`src/rtl/hex_effect_scheduler.sv`:
```
// Effect sequencer for the 8-digit HEX board: effect index, start pulse, blank gap, tick strobes.
// Latency: key/done pulse in cycle N gives new effect and blank in N+1; no backpressure, pulses are never queued.
// Optional EFFECT_MASK_EN adds effect_mask[15:0] to skip ineligible effects on next/prev.
module hex_effect_scheduler #(
    parameter int TICK_LOG2   = 22,
    parameter int DWELL_TICKS = 32,
    parameter int BLANK_TICKS = 2,
    parameter int NUM_EFFECTS = 15
) (
    input  logic        CLOCK_50,
    input  logic        rst,
    input  logic        key_next,
    input  logic        key_prev,
    input  logic        key_pause,
    input  logic        effect_done,
`ifdef EFFECT_MASK_EN
    input  logic [15:0] effect_mask,
`endif
    output logic [3:0]  effect,
    output logic        effect_start,
    output logic        blank,
    output logic        paused,
    output logic        tick,
    output logic        tick_x4,
    output logic [7:0]  dwell_left
);

    typedef enum logic [1:0] {ST_BLANK, ST_RUN, ST_PAUSE} state_t;

    localparam logic [3:0] BLANK_LD = 4'(BLANK_TICKS);
    localparam logic [7:0] DWELL_LD = 8'(DWELL_TICKS);
    localparam logic [3:0] LAST_IDX = 4'(NUM_EFFECTS - 1);

    logic [TICK_LOG2-1:0] pre_q, pre_d;
    logic [1:0]           tcnt_q, tcnt_d;
    logic                 tick_q, tick_d;
    logic                 tick_x4_q, tick_x4_d;
    state_t               state_q, state_d;
    logic [3:0]           blank_cnt_q, blank_cnt_d;
    logic [7:0]           dwell_q, dwell_d;
    logic [3:0]           effect_q, effect_d;
    logic                 start_q, start_d;
    logic                 blank_q, blank_d;
    logic                 paused_q, paused_d;
    logic                 pre_wrap;
    logic [3:0]           nxt_idx, prv_idx;
    logic                 go_next, go_prev;

    function automatic logic [3:0] step_idx(input logic [3:0] cur, input logic fwd);
        if (fwd) return (cur == LAST_IDX) ? 4'd0 : cur + 4'd1;
        else     return (cur == 4'd0) ? LAST_IDX : cur - 4'd1;
    endfunction

`ifdef EFFECT_MASK_EN
    localparam logic [15:0] VALID_MASK = 16'((17'd1 << NUM_EFFECTS) - 17'd1);

    // Walk up to a full lap; landing back on cur means nothing else is eligible.
    function automatic logic [3:0] seek_idx(input logic [3:0] cur, input logic fwd,
                                            input logic [15:0] mask);
        logic [15:0] m;
        logic [3:0]  idx;
        logic [3:0]  res;
        logic        found;
        m = mask & VALID_MASK;
        if (m == 16'd0) m = 16'hFFFF;
        idx   = cur;
        res   = cur;
        found = 1'b0;
        for (int i = 0; i < NUM_EFFECTS; i++) begin
            idx = step_idx(idx, fwd);
            if (!found && m[idx]) begin
                res   = idx;
                found = 1'b1;
            end
        end
        return res;
    endfunction

    assign nxt_idx = seek_idx(effect_q, 1'b1, effect_mask);
    assign prv_idx = seek_idx(effect_q, 1'b0, effect_mask);
`else
    assign nxt_idx = step_idx(effect_q, 1'b1);
    assign prv_idx = step_idx(effect_q, 1'b0);
`endif

    assign pre_wrap = &pre_q;

    always_comb begin
        pre_d     = pre_q + TICK_LOG2'(1);
        tcnt_d    = pre_wrap ? tcnt_q + 2'd1 : tcnt_q;
        tick_d    = pre_wrap;
        tick_x4_d = pre_wrap && (tcnt_q == 2'd3);
    end

    // Run-state event resolution: next > prev > done > dwell expiry.
    assign go_next = key_next | (~key_prev & (effect_done | (tick_q & (dwell_q == 8'd1))));
    assign go_prev = ~key_next & key_prev;

    always_comb begin
        state_d     = state_q;
        blank_cnt_d = blank_cnt_q;
        dwell_d     = dwell_q;
        effect_d    = effect_q;
        start_d     = 1'b0;
        case (state_q)
            ST_BLANK: begin
                if (key_next) begin
                    effect_d    = nxt_idx;
                    blank_cnt_d = BLANK_LD;
                end else if (key_prev) begin
                    effect_d    = prv_idx;
                    blank_cnt_d = BLANK_LD;
                end else if (blank_cnt_q == 4'd0) begin
                    state_d = ST_RUN;
                    dwell_d = DWELL_LD;
                    start_d = 1'b1;
                end else if (tick_q) begin
                    blank_cnt_d = blank_cnt_q - 4'd1;
                end
            end
            ST_RUN: begin
                if (key_pause) begin
                    state_d = ST_PAUSE;
                end else if (go_next || go_prev) begin
                    effect_d    = go_next ? nxt_idx : prv_idx;
                    state_d     = ST_BLANK;
                    blank_cnt_d = BLANK_LD;
                    dwell_d     = 8'd0;
                end else if (tick_q) begin
                    dwell_d = dwell_q - 8'd1;
                end
            end
            ST_PAUSE: begin
                if (key_pause) begin
                    state_d = ST_RUN;
                end else if (key_next || key_prev) begin
                    effect_d    = key_next ? nxt_idx : prv_idx;
                    state_d     = ST_BLANK;
                    blank_cnt_d = BLANK_LD;
                    dwell_d     = 8'd0;
                end
            end
            default: begin
                state_d     = ST_BLANK;
                blank_cnt_d = BLANK_LD;
            end
        endcase
        blank_d  = (state_d == ST_BLANK);
        paused_d = (state_d == ST_PAUSE);
    end

    always_ff @(posedge CLOCK_50 or posedge rst) begin
        if (rst) begin
            pre_q       <= '0;
            tcnt_q      <= 2'd0;
            tick_q      <= 1'b0;
            tick_x4_q   <= 1'b0;
            state_q     <= ST_BLANK;
            blank_cnt_q <= BLANK_LD;
            dwell_q     <= 8'd0;
            effect_q    <= 4'd0;
            start_q     <= 1'b0;
            blank_q     <= 1'b1;
            paused_q    <= 1'b0;
        end else begin
            pre_q       <= pre_d;
            tcnt_q      <= tcnt_d;
            tick_q      <= tick_d;
            tick_x4_q   <= tick_x4_d;
            state_q     <= state_d;
            blank_cnt_q <= blank_cnt_d;
            dwell_q     <= dwell_d;
            effect_q    <= effect_d;
            start_q     <= start_d;
            blank_q     <= blank_d;
            paused_q    <= paused_d;
        end
    end

    assign effect       = effect_q;
    assign effect_start = start_q;
    assign blank        = blank_q;
    assign paused       = paused_q;
    assign tick         = tick_q;
    assign tick_x4      = tick_x4_q;
    assign dwell_left   = dwell_q;

endmodule
```
`config.mk`:
```
export PLATFORM = sky130hd
export DESIGN_NAME = hex_effect_scheduler
export DESIGN_NICKNAME = d
export VERILOG_FILES = /design/src/rtl/hex_effect_scheduler.sv
export SDC_FILE = /design/constraint.sdc
export NUM_CORES = 1
export LEC_CHECK = 0
export ABC_CLOCK_PERIOD_IN_PS = 5400
export BUFFER_PORTS_ARGS = -buffer_cell sky130_fd_sc_hd__buf_2
export CAP_MARGIN = 30
export CELL_PAD_IN_SITES_DETAIL_PLACEMENT = 0
export CELL_PAD_IN_SITES_GLOBAL_PLACEMENT = 2
export CORE_ASPECT_RATIO = 1.4
export CORE_UTILIZATION = 41
export DETAILED_ROUTE_END_ITERATION = 10
export PLACE_DENSITY = 0.85
export SYNTH_ARGS = -nofsm -noshare
export SYNTH_HDL_FRONTEND = slang
export SYNTH_SLANG_ARGS = --single-unit
```
`constraint.sdc`:
```
create_clock -name CLOCK_50 -period 5.4 [get_ports CLOCK_50]
set_input_delay 1.62 -clock CLOCK_50 [delete_from_list [all_inputs] [get_ports CLOCK_50]]
set_output_delay 1.62 -clock CLOCK_50 [all_outputs]
set_load 0.05 [all_outputs]
```
==> tab_implementation.tex, run 1 <==
\begin{tabular}{lr}
\hline
Metric & Value \\
\hline
\multicolumn{2}{l}{\textbf{Run status}} \\
\quad Result of the run & completed \\
\multicolumn{2}{l}{\textbf{Drt}} \\
\quad Via-to-Cell Ratio & 5.46 \\
\quad Average routed wire per standard cell & 14.4 µm \\
\quad Number of routed nets with antenna violations & 0 \\
\quad Number of DRC violations after detailed-routing iteration 0 & 95 \\
\quad Detailed-route via count & 1877 \\
\quad Final routed wirelength across all metal layers & 4.96 mm \\
\quad Detailed-route DRC error count & 0 \\
\quad First-pass iteration count of the detailed router & 4 \\
\multicolumn{2}{l}{\textbf{Critical path}} \\
\quad Cell breakdown of the critical path & buf\_2 > nor4b\_2 > o221ai\_1 > o41ai\_1 \\
\quad RR Startpoint & dwell\_left[3] \\
\quad CP max-delay cell & sky130\_fd\_sc\_hd\_\_nor4b\_2 \\
\quad Worst EP required & 5590 ps \\
\quad Worst reg-to-reg path cell count & 5 \\
\quad Worst path max stage delay & 550 ps \\
\quad R2r endpoint & effect[1] \\
\quad Critical path's top delay family & compound AO/OA/AOI/OAI gates \\
\quad Category of the critical setup timing path & input pin to flip-flop \\
\quad Crit path launch type & input pin \\
\quad Largest fanout of any net on the critical path & 6 \\
\quad Worst setup slack for register-to-register paths & 3120 ps \\
\quad CP Data Arrival Time & 3120 ps \\
\quad Critical Path End Type & flip-flop \\
\quad Number of buffer and inverter stages on the critical path & 1 \\
\multicolumn{2}{l}{\textbf{Synth}} \\
\quad Most frequently used flop master after synthesis & sky130\_fd\_sc\_hd\_\_dfrtp\_1 \\
\quad Fraction of post-synthesis cell area in the top cell type by area & 0.442 \\
\quad Average instance area after synthesis & 10.3 µm² \\
\quad Cell area after technology mapping & 2550 µm² \\
\quad Ys Warns & 0 \\
\quad Synth cell types & 53 \\
\quad Share of flip-flops with an asynchronous set or reset & 1.00 \\
\quad Largest cells by area after synthesis & sky130\_fd\_sc\_hd\_\_dfrtp\_1, sky130\_fd\_sc\_hd\_\_ha\_1, sky130\_fd\_sc\_hd\_\_xnor2\_1 \\
\quad Net count after synthesis & 269 \\
\quad Number of enable-type register cells in the synthesized netlist & 0 \\
\quad Cell type with the largest total area after synthesis & sky130\_fd\_sc\_hd\_\_dfrtp\_1 \\
\quad Flop and latch count out of synthesis & 47 \\
\quad Synthesized instance count & 248 \\
\quad Register area share after synthesis & 0.462 \\
\multicolumn{2}{l}{\textbf{GRT}} \\
\quad M2 GR Usage & 0.282 \\
\quad Global routing's busiest layer & met2 \\
\quad Total grt overflow & 0 \\
\quad Global-route met1 utilization & 0.222 \\
\quad Number of global-route vias before repair & 1776 \\
\quad Global-route track usage on met3 & 0.0335 \\
\quad First-pass GRT wire length & 8.33 mm \\
\quad Pin count of the biggest net entering global routing & 41 \\
\quad Initial antenna violation count & 0 \\
\quad Overall fraction of global-route tracks in use & 0.171 \\
\multicolumn{2}{l}{\textbf{STA}} \\
\quad Actual slew at the worst max-slew pin & 597 ps \\
\quad Worst max-slew margin expressed relative to the limit & 0.601 \\
\quad Setup WS post-layout & 2460 ps \\
\quad Max Freq & 341 MHz \\
\quad Worst-case clock skew & 2.55 ps \\
\quad Count of endpoints failing hold in the final timing report & 0 \\
\quad Setup TNS Final & 0 ps \\
\quad Tcrit/Tclk final & 0.544 \\
\quad Unrepaired setup endpoints after global routing & false \\
\quad Final setup violating endpoints & 0 \\
\quad Max Slew Vio Count & 0 \\
\quad Final critical delay including setup and external delays & 2940 ps \\
\multicolumn{2}{l}{\textbf{Clocking}} \\
\quad Clock latency on the worst-skew pair & 290 ps \\
\quad Buffer depth of the longest clock path & 2 \\
\quad Cts hold-fix bufs & 0 \\
\quad H-tree level count & 2 \\
\quad Clock net sink count & 47 \\
\quad Resized Gates After CTS & 0 \\
\quad CTS Buf Count & 5 \\
\quad Clock transition at the registers of the reported paths & 80 ps \\
\quad Clock root buffer master & sky130\_fd\_sc\_hd\_\_clkbuf\_8 \\
\quad Clock tree from TritonCTS & done \\
\quad Buffers inserted during post-CTS setup optimization & 0 \\
\multicolumn{2}{l}{\textbf{Floorplan}} \\
\quad Core Area & 5950 µm² \\
\quad Overall die area & 6540 µm² \\
\quad X dimension of the die & 68.7 µm \\
\quad Site row count & 33 \\
\quad Effective utilization at floorplan & 0.429 \\
\quad Die Height & 95.3 µm \\
\quad Boundary pin count & 23 \\
\multicolumn{2}{l}{\textbf{Placement}} \\
\quad IO buf count & 22 \\
\quad Dpl ws & 2140 ps \\
\quad Final HPWL from detailed placement & 3.63 mm \\
\quad Gp weighted congestion & 0.809 \\
\multicolumn{2}{l}{\textbf{Hold path}} \\
\quad Beginning of the worst hold path & pre\_q[19] \\
\quad Hold path endpoint & pre\_q[19] \\
\quad Depth of the worst hold-timing path & 1 \\
\quad Classification of the worst-slack hold path & flip-flop to flip-flop \\
\multicolumn{2}{l}{\textbf{Run}} \\
\quad Max cap viols & 0 \\
\multicolumn{2}{l}{\textbf{Finish}} \\
\quad Post-layout nets & 294 \\
\quad Diode insertion count for antenna repair & 0 \\
\quad Fraction of final layout cells with drive strength greater than 1 & 0.146 \\
\quad Area added between synthesis and finish & 10.9\% \\
\multicolumn{2}{l}{\textbf{Pwr}} \\
\quad Static Leak & 1.32 nW \\
\quad Post-layout power & 1.16 mW \\
\quad Pwr Density & 410 nW/µm² \\
\quad Peak VDD IR & 0.163 mV \\
\hline
\end{tabular}
## worst register-to-register path, delay by kind of cell (launching register included)
family          cells  cell delay [ps]
simple gates        1              720
compound gates      3              660
flops               1              470
mux                 1              350
## routing by layer
| layer | vias up | wire (µm) |
|---|---|---|
| li1 | 931 | - |
| met1 | 916 | 2300 |
| met2 | 28 | 2510 |
| met3 | 2 | 134 |
| met4 | 0 | 27 |
| met5 | - | 0 |
## synth_stat cells, drive strengths merged (2+ instances only)
cell,number
and4,3
nand3,16
nand2,21
nor2b,2
buf,3
xnor2,17
or3,2
dfstp,2
nor2,10
nor3b,3
mux2i,3
o21ai,20
o21a,2
o41ai,3
nor4,2
nor3,3
o21bai,3
inv,16
dfrtp,45
mux2,3
clkbuf,2
and3,7
nand2b,2
xor2,6
ha,15
nand4,7
o31ai,2
a21oi,8
or4b,3
## metrics by stage
stage	std cells	utilization	hold WS [ps]	instance area, µm²
5_1_grt	344	0.476	477	2830
6_report	344	0.476	471	2830
3_3_place_gp	335	0.459	455	2730
3_5_place_dp	336	0.462	459	2750
2_1_floorplan	248	-	436	2550
4_1_cts	344	0.476	472	2830
## layout make-up
class,instances,area (µm²)
clock buffers,7,76.3
clock inverters,1,5.00
fillers,588,3120
inverters,16,60.1
multi-input cells,180,1290
flip-flops and latches,47,1180
well taps,70,87.6
repair buffers,23,130
## power breakdown
group	total, mW	internal, mW	leakage, nW	switching (mW)
registers	0.461	0.405	0.621	0.0564
logic	0.496	0.172	0.659	0.324
clock network	0.201	0.0910	0.0422	0.110
## worst max path at each step
stage	startpoint	end	slack, ps	cells past startpoint
6_report	key_next	dwell_left[4]	2460	4
3_5_place_dp	key_next	dwell_left[4]	2140	4
5_1_grt	key_next	dwell_left[3]	2340	4
3_3_place_gp	key_next	dwell_left[3]	2190	4
2_1_floorplan	key_next	dwell_left[3]	2460	4
4_1_cts	key_next	dwell_left[4]	2460	4
## state kept, by name (all words and copies together) (netlist names), 2 cells and up
signal       flops
tcnt_q           2
pre_q           22
state_q          2
effect           4
dwell_left       8
blank_cnt_q      4
## cells in the final DEF, fill, tap and decap left out, types with 6 or more instances in the layout
cell and n:
sky130_fd_sc_hd__a21oi_1 8, sky130_fd_sc_hd__nand3_1 16, sky130_fd_sc_hd__nor2_1 10, sky130_fd_sc_hd__dfrtp_1 45, sky130_fd_sc_hd__xor2_1 6, sky130_fd_sc_hd__nand2_1 21, sky130_fd_sc_hd__o21ai_0 17, sky130_fd_sc_hd__inv_1 15
sky130_fd_sc_hd__ha_1 15, sky130_fd_sc_hd__xnor2_1 17, sky130_fd_sc_hd__buf_2 22, sky130_fd_sc_hd__and3_1 7, sky130_fd_sc_hd__nand4_1 7
## kinds of logic (layout without fill, tap and decap cells)
kind of cell	Yosys count	after routing	synth area share
xor gates and xnor gates	23	23	0.0790
buffers and inverters	21	47	0.0319
and+or+nand+nor	86	86	0.196
muxes	6	6	0.0250
adders and majority gates	15	15	0.0736
AOI/OAI and AO/OA	50	50	0.132
DFF	47	47	0.462
Power figures use the tool's default switching activity.
==> run 2, diff against run 1 <==
- ABC_AREA: not set -> 1
- ABC_CLOCK_PERIOD_IN_PS: 5400 -> 2900
- CORE_UTILIZATION: 41 -> 36
- PLACE_DENSITY: 0.85 -> 0.8
- clock period: 5.4 -> 2.9 ns (I/O delays scaled with it)
==> run 2 against run 1 <==
Design area grew 8.5%. Critical endpoint is now effect[2]. Clock skew grew 3.3 ps. Area after synthesis grew 7.4%. Synthesized cell count grew 33%. Worst setup slack lost 1600 ps. Final cell count grew 33%. Utilization shrank 5.9 points. Flip-flop and latch count is the same. Critical path depth shrank 3.
==> tab_implementation.tex, run 2 <==
\begin{tabular}{lr}
\hline
Metric & Value \\
\hline
\multicolumn{2}{l}{\textbf{Hold path}} \\
\quad Classification of the worst-slack hold path & flip-flop to flip-flop \\
\multicolumn{2}{l}{\textbf{Floorplan}} \\
\quad Boundary pin count & 23 \\
\quad Core Area & 7360 µm² \\
\quad Overall die area & 7960 µm² \\
\quad X dimension of the die & 75.7 µm \\
\quad Site row count & 37 \\
\quad Die Height & 105 µm \\
\quad Effective utilization at floorplan & 0.372 \\
\multicolumn{2}{l}{\textbf{Finish}} \\
\quad Fill cell total of the finished layout & 774 \\
\quad Most frequent standard cell in the layout excluding fill and tap cells & sky130\_fd\_sc\_hd\_\_nand2\_1 \\
\quad Area added between synthesis and finish & 12.0\% \\
\quad Leading cell types in the layout, fill and taps excluded & sky130\_fd\_sc\_hd\_\_nand2\_1, sky130\_fd\_sc\_hd\_\_inv\_1, sky130\_fd\_sc\_hd\_\_dfrtp\_1, sky130\_fd\_sc\_hd\_\_nor2\_1, sky130\_fd\_sc\_hd\_\_nand3\_1 \\
\quad Fraction of final layout cells with drive strength greater than 1 & 0.172 \\
\quad Diode insertion count for antenna repair & 0 \\
\quad Post-layout util & 0.417 \\
\quad Max reg flops & 22 \\
\quad Post-layout nets & 381 \\
\quad Largest register by flop count & pre\_q \\
\quad Final Non-Filler Cells & 458 \\
\multicolumn{2}{l}{\textbf{Synth}} \\
\quad Ys Warns & 0 \\
\quad Number of enable-type register cells in the synthesized netlist & 0 \\
\quad Most frequently used flop master after synthesis & sky130\_fd\_sc\_hd\_\_dfrtp\_1 \\
\quad Synth Area in Compound Gates & 0.0489 \\
\quad Synthesized instance count & 330 \\
\quad Register area share after synthesis & 0.431 \\
\quad Flop and latch count out of synthesis & 47 \\
\quad Fraction of post-synthesis cell area in the top cell type by area & 0.411 \\
\quad Combinational family with the most area after synthesis & simple AND/OR/NAND/NOR gates \\
\quad Multiplexer share of the synthesized area & 0 \\
\quad Average instance area after synthesis & 8.30 µm² \\
\quad Synth top cells by count & sky130\_fd\_sc\_hd\_\_nand2\_1, sky130\_fd\_sc\_hd\_\_inv\_1, sky130\_fd\_sc\_hd\_\_dfrtp\_1 \\
\quad Share of flip-flops with an asynchronous set or reset & 1.00 \\
\quad Synth cell types & 32 \\
\quad Cell area after technology mapping & 2740 µm² \\
\quad Synthesized-area fraction occupied by xor and xnor cells & 0.0800 \\
\quad Net count after synthesis & 351 \\
\quad Synth Area in Simple Gates & 0.301 \\
\quad Most common cell in the netlist & sky130\_fd\_sc\_hd\_\_nand2\_1 \\
\quad Adder-cell share of the synthesized area & 0.0686 \\
\quad Largest cells by area after synthesis & sky130\_fd\_sc\_hd\_\_dfrtp\_1, sky130\_fd\_sc\_hd\_\_nand2\_1, sky130\_fd\_sc\_hd\_\_ha\_1 \\
\quad Cell type with the largest total area after synthesis & sky130\_fd\_sc\_hd\_\_dfrtp\_1 \\
\multicolumn{2}{l}{\textbf{STA}} \\
\quad Count of endpoints failing hold in the final timing report & 0 \\
\quad Setup TNS Final & 0 ps \\
\quad Unrepaired setup endpoints after global routing & false \\
\quad Tcrit/Tclk final & 0.685 \\
\quad Final setup violating endpoints & 0 \\
\quad Setup WS post-layout & 912 ps \\
\quad Final critical delay including setup and external delays & 1990 ps \\
\quad Worst max-slew margin expressed relative to the limit & 0.687 \\
\quad Max Freq & 503 MHz \\
\quad Worst-case clock skew & 5.84 ps \\
\quad Max Slew Vio Count & 0 \\
\quad Actual slew at the worst max-slew pin & 469 ps \\
\multicolumn{2}{l}{\textbf{Pwr}} \\
\quad Internal Dissipation & 1.33 mW \\
\quad Static Leak & 1.65 nW \\
\quad Relative contribution of combinational cells to total power & 0.511 \\
\quad Clock power share & 0.153 \\
\quad Sw Ratio & 0.489 \\
\quad Pwr Density & 850 nW/µm² \\
\quad Switching power & 1.27 mW \\
\quad Proportion of power drawn by flip-flops and latches & 0.335 \\
\quad Peak VDD IR & 0.512 mV \\
\multicolumn{2}{l}{\textbf{Critical path}} \\
\quad Critical Path End Type & output pin \\
\quad Worst EP required & 2030 ps \\
\quad Critical path's top delay family & flip-flops \\
\quad Worst path max stage delay & 500 ps \\
\quad Largest fanout of any net on the critical path & 8 \\
\quad Category of the critical setup timing path & flip-flop to output pin \\
\quad Number of buffer and inverter stages on the critical path & 1 \\
\quad Cell breakdown of the critical path & buf\_2 \\
\quad CP Data Arrival Time & 1120 ps \\
\quad CP max-delay cell & sky130\_fd\_sc\_hd\_\_dfrtp\_1 \\
\quad Crit path launch type & flip-flop \\
\multicolumn{2}{l}{\textbf{Drt}} \\
\quad Detailed-route via count & 2101 \\
\quad Final routed wirelength across all metal layers & 5.47 mm \\
\quad Via-to-Cell Ratio & 4.59 \\
\quad Average routed wire per standard cell & 11.9 µm \\
\quad Detailed-route DRC error count & 0 \\
\quad Number of DRC violations after detailed-routing iteration 0 & 73 \\
\quad First-pass iteration count of the detailed router & 4 \\
\quad Number of routed nets with antenna violations & 0 \\
\multicolumn{2}{l}{\textbf{Clocking}} \\
\quad Clock tree from TritonCTS & done \\
\quad Buffers inserted during post-CTS setup optimization & 0 \\
\quad Clock latency on the worst-skew pair & 300 ps \\
\quad Buffer depth of the longest clock path & 2 \\
\quad Cts hold-fix bufs & 0 \\
\quad CTS Buf Count & 5 \\
\quad Clock net sink count & 47 \\
\quad Resized Gates After CTS & 0 \\
\quad H-tree level count & 2 \\
\quad Clock root buffer master & sky130\_fd\_sc\_hd\_\_clkbuf\_8 \\
\quad Clock transition at the registers of the reported paths & 90 ps \\
\multicolumn{2}{l}{\textbf{GRT}} \\
\quad Overall fraction of global-route tracks in use & 0.156 \\
\quad Total grt overflow & 0 \\
\quad Initial antenna violation count & 0 \\
\quad Number of global-route vias before repair & 2147 \\
\quad First-pass GRT wire length & 9.53 mm \\
\quad Pin count of the biggest net entering global routing & 24 \\
\multicolumn{2}{l}{\textbf{Placement}} \\
\quad Final HPWL from detailed placement & 4.28 mm \\
\quad Placed insts & 450 \\
\quad Gp weighted congestion & 0.797 \\
\quad Dpl ws & 740 ps \\
\quad IO buf count & 22 \\
\multicolumn{2}{l}{\textbf{Run}} \\
\quad Max cap viols & 0 \\
\multicolumn{2}{l}{\textbf{Run status}} \\
\quad Result of the run & completed \\
\hline
\end{tabular}
## run 2: changes by cell type in the layout (fill, tap and decap cells not counted), moves of 4 or more
cell / delta
sky130_fd_sc_hd__xor2_1: +12
sky130_fd_sc_hd__nor2_4: +5
sky130_fd_sc_hd__o21ai_0: -6
sky130_fd_sc_hd__nand3_1: +11
sky130_fd_sc_hd__nand2_1: +53
sky130_fd_sc_hd__nand4_1: -4
sky130_fd_sc_hd__xnor2_1: -10
sky130_fd_sc_hd__and3_1: -6
sky130_fd_sc_hd__inv_1: +30
sky130_fd_sc_hd__nor2_1: +24
sky130_fd_sc_hd__nand3_2: +6
## run 2: through the flow
step	power [mW]	hold slack [ps]	area (µm²)
after detailed placement	2.23	460	2980
after floorplan	1.92	441	2740
after CTS	2.66	479	3070
final	2.61	473	3070
after global placement	2.24	463	2980
after global routing	2.84	491	3070
## run 2: cell families after synthesis
logic type                 after synthesis
AOI/OAI and AO/OA                       25
and+or+nand+nor                        167
xor gates and xnor gates                25
DFF                                     47
adders and majority gates               15
buffers and inverters                   51
## run 2: final cells by class
type                            instances  area, µm²  share of cell area
Multi-Input combinational cell        232       1360               0.445
Sequential cell                        47       1180               0.384
Inverter                               50        190              0.0620
Timing Repair Buffer                   24        125              0.0408
Tap cell                               97        121              0.0396
Clock buffer                            5       68.8              0.0224
Clock inverter                          3       18.8             0.00612
## run 2: power by group through the flow
stage,clock network (mW),registers [mW],logic [mW]
after floorplan,0,1.13,0.794
after global placement,0,0.886,1.36
after detailed placement,0,0.890,1.34
after CTS,0.430,0.877,1.35
after global routing,0.450,0.892,1.50
final,0.399,0.874,1.33
## run 2: final timing paths
kind / depth (start not counted) / end / start / slack [ps]
min: 1 / pre_q[19] / pre_q[19] / 470
max in group asynchronous: 3 / blank / rst / 1680
max: 1 / effect[2] / effect[2] / 910
min reg2reg: 1 / pre_q[19] / pre_q[19] / 470
max reg2reg: 10 / dwell_left[7] / state_q[1] / 1010
min in group asynchronous: 2 / pre_q[20] / rst / 570
## run 2: per-layer routing
metal | part of all wire | routed length (µm) | vias to the layer above | GRT usage
met5 | 0 | 0 | - | 0
met4 | 0.016 | 87 | 0 | 0.0608
met3 | 0.020 | 112 | 6 | 0.0241
met2 | 0.51 | 2800 | 25 | 0.268
met1 | 0.45 | 2470 | 976 | 0.190
li1 | - | - | 1094 | -
